$ cat src/rtl/mdu_seq_ctrl.sv
// ---------------------------------------------------------------------------
// mdu_seq_ctrl
// Multi-cycle sequencer for the EX-stage multiply/divide unit. Accepts
// MULT/MULTU/DIV/DIVU, stalls the front of the pipeline while the operation
// is in flight, and presents {hi,lo} with a one-cycle HILO write strobe.
//
// Ports
//   clk        in   rising-edge clock
//   rst        in   asynchronous reset, active-low
//   start_i    in   EX holds a mul/div op (sampled only in IDLE)
//   op_i       in   00 MULT, 01 MULTU, 10 DIV, 11 DIVU
//   a_i, b_i   in   rs / rt operands
//   cancel_i   in   EX flush; aborts the operation or suppresses the strobe
//   stall_o    out  freezes IF/ID/EX while the op is in flight
//   busy_o     out  state is MUL or DIV
//   done_o     out  one-cycle result pulse
//   hilo_we_o  out  HILO write enable (same as done_o)
//   hi_o, lo_o out  product halves or remainder/quotient
// ---------------------------------------------------------------------------
module mdu_seq_ctrl #(
    parameter int WIDTH   = 32,
    parameter int MUL_LAT = 2
) (
    input  logic             clk,
    input  logic             rst,
    input  logic             start_i,
    input  logic [1:0]       op_i,
    input  logic [WIDTH-1:0] a_i,
    input  logic [WIDTH-1:0] b_i,
    input  logic             cancel_i,
    output logic             stall_o,
    output logic             busy_o,
    output logic             done_o,
    output logic             hilo_we_o,
    output logic [WIDTH-1:0] hi_o,
    output logic [WIDTH-1:0] lo_o
);

    localparam int CMAX = (WIDTH > MUL_LAT) ? WIDTH : MUL_LAT;
    localparam int CW   = $clog2(CMAX + 1);
    localparam logic [CW-1:0] MUL_LAST = CW'(MUL_LAT - 1);
    localparam logic [CW-1:0] DIV_LAST = CW'(WIDTH - 1);

    typedef enum logic [1:0] {IDLE, MUL, DIV, DONE} state_t;

    state_t           state;
    logic [CW-1:0]    cnt;
    logic             isSigned;
    // opA/opB hold the multiply operands; for a divide opA is the dividend /
    // quotient shift register and opB the divisor magnitude.
    logic [WIDTH-1:0] opA;
    logic [WIDTH-1:0] opB;
    logic [WIDTH-1:0] remReg;
    logic             quoNeg;
    logic             remNeg;

    logic             inSigned;
    logic [WIDTH-1:0] aAbs;
    logic [WIDTH-1:0] bAbs;
    logic [2*WIDTH-1:0] extA;
    logic [2*WIDTH-1:0] extB;
    logic [2*WIDTH-1:0] product;
    logic [WIDTH:0]   trial;
    logic [WIDTH-1:0] remNext;
    logic [WIDTH-1:0] quoNext;
    logic [WIDTH-1:0] quoFinal;
    logic [WIDTH-1:0] remFinal;

    always_comb begin
        inSigned = ~op_i[0];
        aAbs = (inSigned && a_i[WIDTH-1]) ? -a_i : a_i;
        bAbs = (inSigned && b_i[WIDTH-1]) ? -b_i : b_i;

        // Sign- or zero-extend to 2*WIDTH so one unsigned multiply serves both.
        extA = isSigned ? {{WIDTH{opA[WIDTH-1]}}, opA} : {{WIDTH{1'b0}}, opA};
        extB = isSigned ? {{WIDTH{opB[WIDTH-1]}}, opB} : {{WIDTH{1'b0}}, opB};
        product = extA * extB;

        // One restoring-division step: shift in the next dividend bit, try subtract.
        trial = {remReg, opA[WIDTH-1]} - {1'b0, opB};
        if (!trial[WIDTH]) begin
            remNext = trial[WIDTH-1:0];
            quoNext = {opA[WIDTH-2:0], 1'b1};
        end else begin
            remNext = {remReg[WIDTH-2:0], opA[WIDTH-1]};
            quoNext = {opA[WIDTH-2:0], 1'b0};
        end
        quoFinal = quoNeg ? -quoNext : quoNext;
        remFinal = remNeg ? -remNext : remNext;
    end

    always_ff @(posedge clk or negedge rst) begin
        if (!rst) begin
            state    <= IDLE;
            cnt      <= '0;
            isSigned <= 1'b0;
            opA      <= '0;
            opB      <= '0;
            remReg   <= '0;
            quoNeg   <= 1'b0;
            remNeg   <= 1'b0;
            hi_o     <= '0;
            lo_o     <= '0;
        end else begin
            case (state)
                IDLE: begin
                    if (start_i && !cancel_i) begin
                        isSigned <= inSigned;
                        cnt      <= '0;
                        remReg   <= '0;
                        if (!op_i[1]) begin
                            opA   <= a_i;
                            opB   <= b_i;
                            state <= MUL;
                        end else if (b_i == '0) begin
                            hi_o  <= a_i;
                            lo_o  <= '1;
                            state <= DONE;
                        end else begin
                            opA    <= aAbs;
                            opB    <= bAbs;
                            quoNeg <= inSigned & (a_i[WIDTH-1] ^ b_i[WIDTH-1]);
                            remNeg <= inSigned & a_i[WIDTH-1];
                            state  <= DIV;
                        end
                    end
                end
                MUL: begin
                    if (cancel_i) begin
                        cnt   <= '0;
                        state <= IDLE;
                    end else if (cnt == MUL_LAST) begin
                        hi_o  <= product[2*WIDTH-1:WIDTH];
                        lo_o  <= product[WIDTH-1:0];
                        cnt   <= '0;
                        state <= DONE;
                    end else begin
                        cnt <= cnt + 1'b1;
                    end
                end
                DIV: begin
                    if (cancel_i) begin
                        cnt   <= '0;
                        state <= IDLE;
                    end else begin
                        opA    <= quoNext;
                        remReg <= remNext;
                        if (cnt == DIV_LAST) begin
                            lo_o  <= quoFinal;
                            hi_o  <= remFinal;
                            cnt   <= '0;
                            state <= DONE;
                        end else begin
                            cnt <= cnt + 1'b1;
                        end
                    end
                end
                DONE:    state <= IDLE;
                default: state <= IDLE;
            endcase
        end
    end

    always_comb begin
        busy_o    = (state == MUL) || (state == DIV);
        stall_o   = ((state == IDLE) && start_i && !cancel_i) || busy_o;
        done_o    = (state == DONE) && !cancel_i;
        hilo_we_o = done_o;
    end

endmodule

$ cat config.mk
export PLATFORM = sky130hd
export DESIGN_NAME = mdu_seq_ctrl
export DESIGN_NICKNAME = d
export VERILOG_FILES = /design/src/rtl/mdu_seq_ctrl.sv
export SDC_FILE = /design/constraint.sdc
export NUM_CORES = 2
export LEC_CHECK = 0
export ABC_AREA = 0
export CORE_MARGIN = 2
export CORE_UTILIZATION = 50
export CTS_BUF_LIST = sky130_fd_sc_hd__clkbuf_8
export DETAILED_ROUTE_END_ITERATION = 10
export PLACE_DENSITY = 0.66
export REMOVE_ABC_BUFFERS = 1
export SLEW_MARGIN = 15
export SYNTH_ARGS = -nofsm -noshare
export SYNTH_HDL_FRONTEND = slang
export SYNTH_SLANG_ARGS = --single-unit
$ cat constraint.sdc
create_clock -name clk -period 22.2 [get_ports clk]
set_input_delay 4.44 -clock clk [delete_from_list [all_inputs] [get_ports clk]]
set_output_delay 4.44 -clock clk [all_outputs]
set_load 0.01 [all_outputs]
# Word-level counts from Yosys, hierarchy flattened
# Cells that the tools add are included.
# totals
latchBits	0
romBits	0
out_inout_bits	68
n_memories	0
inputBits	70
elab_cells	107
reg_bits	171
ram_bits	0
# op_classes
div	0
mul	1
bitwise	5
add_sub_neg	6
reduce_logical	21
n_shift	0
n_eq_ne	16
mux	48
magnitude_cmp	0
# ops
op	count
$mux 32	27
$pmux 32 s3	2
$mux 64	2
$neg 32->32	4
$pmux 32 s2	2
$mul 64x64->64	1
$sub 33x32->33	1
$logic_not 32->1	1
$mux 6	5
$pmux 6 s3	1
$ne 2x2->1 const B	8
$mux 2	6
$ne 3x3->1 const B	3
$reduce_and 3->1	3
$pmux 2 s4	1
$reduce_and 4->1	2
$reduce_and 8->1	1
$add 6x1->6 const B	1
$eq 6x1->1 const B	1
$eq 6x5->1 const B	1
$logic_and 1x1->1	6
$eq 2x2->1 const B	2
$reduce_and 2->1	2
$reduce_bool 3->1	1
other kinds (9)	13

# Longest topological paths before layout
# logic_depth
depth_word	7
depth_mapped	37
depth_no_buf	36

# Worst setup path before layout
# OpenSTA, ideal clock, no wires.
# synth_path
path_type	in2out
start	input port cancel_i
end	output port hilo_we_o
arrival_ns	4.822
slack_ns	12.938
path_buffers	1
stages	2
required_time_ns	17.760
path_cell_list	nor2b_1 buf_4
# synth_via
elab_chain_len	2
# synth_rtl
element	line_no	source
from (decl)	30	input logic cancel_i,
$logic_not 1->1	167	done_o = (state == DONE) && !cancel_i;
$logic_and 1x1->1	167	
to (decl)	34	output logic hilo_we_o,
# Every way passes these cells.

# Final worst setup path
# layout_path
start	register opA[17]
end	register hi_o[8]
# layout_via
elab_chain_len	5
# layout_rtl
element	line_no	source
from (decl)	51	logic [WIDTH-1:0] opA;
from (signal assigned)	112	opA <= a_i;
from (signal assigned)	120	opA <= aAbs;
from (signal assigned)	146	opA <= quoNext;
$mux 64	75	extA = isSigned ? {{WIDTH{opA[WIDTH-1]}}, opA} : {{WIDTH{1'b0}}, opA};
$mul 64x64->64	77	product = extA * extB;
$mux 32	132	end else if (cnt == MUL_LAST) begin
$mux 32	129	if (cancel_i) begin
$pmux 32 s3	105	case (state)
to (signal assigned)	116	hi_o <= a_i;
to (signal assigned)	133	hi_o <= product[2*WIDTH-1:WIDTH];
to (signal assigned)	150	hi_o <= remFinal;
to (decl)	35	output logic [WIDTH-1:0] hi_o,
# Every way passes these cells. The select of a mux whose other input is x is not followed.
# A chain may end at the register's enable or synchronous reset.

==> results.cfg <==
[run_status]
status = finished clean

[place]
dpl_cell_area_um2 = 63900
finalWeightedCongestion = 1.02
dp_hpwl_mm = 162
placedCellCount = 8294
io_buffers = 137
post-place-ws_ps = 11860

[timing]
finalHoldViolCount = 0
setup_viol = 0
layout_worst_path_cycle_share_pct = 47.3
final.setup.tns_ps = 0
grt_setup_unrepaired = no
max_clock_freq_mhz = 95.3
period_needed_ps = 10490
clock-skew-final_ps = 56.5
final_ws_setup_ps = 11710
max_slew.worst_pin.slew_ps = 1270
slew_violations = 0
slew_headroom_pct = 15.6

[floorplanning]
die_area_um2 = 125000
chipHeight_um = 354
fp-row-count = 128
num_io_pins = 138
floorplan.core_area_um2 = 122000
chipWidth_um = 354
initial_core_util_pct = 50.2

[clock_tree]
clock_tree.htree_level_count = 4
tritoncts = done
clkSlewWorstSetupHoldPaths_ps = 160
cts_buffer_depth = 2
post_cts_resized = 0
clock-sinks = 171
clk_latency_ps = 610
num_cts_buffers = 17
postCtsHoldBufs = 0
total_setup_buffers_inserted_after_cts = 0
clock_tree.root_cell = sky130_fd_sc_hd__clkbuf_8

[job]
timing.max_cap.violations = 0

[yosys]
synth_commonest_cells = sky130_fd_sc_hd__inv_1, sky130_fd_sc_hd__fa_1, sky130_fd_sc_hd__nand2_1, sky130_fd_sc_hd__and2_1, sky130_fd_sc_hd__ha_1
synth_most_common_cell = sky130_fd_sc_hd__inv_1
synth_flop_cell = sky130_fd_sc_hd__dfrtp_1
cell_types_with_the_largest_area_share_after_synthesis = sky130_fd_sc_hd__fa_1, sky130_fd_sc_hd__inv_1, sky130_fd_sc_hd__ha_1
synth_edf_count = 0
synth.cell_area_um2 = 61100
yosys.area.top_type_share_pct = 46.5
number_of_flip_flops_and_latches_in_the_synthesized_netlist = 171
seq_area_frac_synth_pct = 7.01
yosysTopAreaCell = sky130_fd_sc_hd__fa_1
post_synth_inst_count = 6786
synth.avg_cell_area_um2 = 9.00
synth.lib_cells_used.distinct = 97
synthArstFlopShare_pct = 100
yosys_warnings = 0

[critical_path]
crit_type = flip-flop to flip-flop
startpoint_type_of_the_worst_setup_path = flip-flop
crit_required_ps = 22610
worst_setup_path_end_kind = flip-flop
crit_path_max_incr_delay_ps = 930
worst_path_max_delay_cell = sky130_fd_sc_hd__a221oi_1
cp_max_fo = 31
worst-endpoint-arrival_ps = 10900
critical-path-top-cell-by-count = sky130_fd_sc_hd__fa_1

[global_routing]
antenna_found_initial = 13
global_route.usage.total_pct = 33.7
vias_in_the_first_global_route = 50900
grt_start_max_net_pins = 78
grt-ovfl-total = 0
grt_pass1_wl_mm = 314

[finish]
final_design_area_no_fill_um2 = 64300
finish.net_count = 8529
layout.filler_cells = 11400
drive_gt1_share_pct = 3.06
flow.area_growth_from_synthesis_pct = 5.30
instances_no_fill = 8328

[drt]
ant_nets = 0
wl_mm = 204
drt_iter0_markers = 4060
viasPerCell = 5.74
drt_pass1_iterations = 6
route.vias.total = 47800
drc = 0
detail_route.wl_per_cell_um = 24.5

[hold_path]
hold_class = flip-flop to flip-flop
## cell usage in the layout (no fill, tap or decap), types with 60 or more instances in the layout
master,instances
sky130_fd_sc_hd__xor2_1,75
sky130_fd_sc_hd__nor2_1,260
sky130_fd_sc_hd__a21oi_1,212
sky130_fd_sc_hd__xnor2_1,174
sky130_fd_sc_hd__dfrtp_1,165
sky130_fd_sc_hd__nand2_1,732
sky130_fd_sc_hd__buf_4,100
sky130_fd_sc_hd__a21o_1,60
sky130_fd_sc_hd__o21ai_0,219
sky130_fd_sc_hd__ha_1,348
sky130_fd_sc_hd__inv_1,1582
sky130_fd_sc_hd__fa_1,1420
sky130_fd_sc_hd__and2_1,539
sky130_fd_sc_hd__clkdlybuf4s50_1,136
## state kept, by name, summed over array words and instances (netlist names)
signal / cells
state: 2
isSigned: 1
quoNeg: 1
opB: 32
remNeg: 1
opA: 32
cnt: 6
lo_o: 32
remReg: 32
hi_o: 32
## final cells by class
class	count	area (um2)	area share, %
multi-input combinational	4676	49500	77.0
inverter	1585	5950	9.25
sequential	171	4290	6.66
timing repair buffer	237	2130	3.31
tap	1625	2030	3.16
clock buffer	17	234	0.364
clock inverter	15	155	0.241
antenna	2	5.00	0.00778
## kinds of logic (layout without fill, tap and decap cells)
kind of cell,count (synthesis),count (layout),share of synthesized area (%)
flip-flops,171,171,7.01
buffers and inverters,1939,1854,12.0
adder cells (fa/ha/maj),1775,1775,53.8
AO/OA/AOI/OAI,788,788,8.32
AND/OR/NAND/NOR,1828,1828,14.7
other,0,2,0
XOR/XNOR,249,249,3.57
multiplexers,36,36,0.610
## per-stage QoR
| step | utilization (%) | hold slack [ps] |
|---|---|---|
| after floorplan | - | 473 |
| after global placement | 52.6 | 462 |
| after detailed placement | 52.6 | 471 |
| after CTS | 52.9 | 494 |
| after global routing | 52.9 | 510 |
| final | 52.9 | 492 |
## critical path, delay by kind of cell, from the launching register on
family	cells	cell delay, ps
buffers and inverters	9	1010
AND/OR/NAND/NOR	2	370
AO/OA/AOI/OAI	8	2880
flip-flops	1	700
adder cells (fa/ha/maj)	11	5160
XOR/XNOR	1	140
## routing by layer
| layer | wire, um | GRT usage [%] |
|---|---|---|
| met1 | 79200 | 44.6 |
| met2 | 93700 | 53.2 |
| met3 | 20100 | 7.70 |
| met4 | 10800 | 14.5 |
| met5 | 103 | 0 |
## final timing paths
kind	from	endpoint	slack [ps]	cells after the start
worst max-delay path	opA[17]	hi_o[8]	11710	31
max in group asynchronous	rst	opA[2]	16780	2
worst max register to register	opA[17]	hi_o[8]	11710	31
worst min register to register	lo_o[22]	lo_o[22]	490	2
min in group asynchronous	rst	hi_o[28]	3860	1
worst min-delay path	lo_o[22]	lo_o[22]	490	2
Power is not shown: default switching activity piles up to over one toggle a cycle in this logic, so the estimate is an artifact.
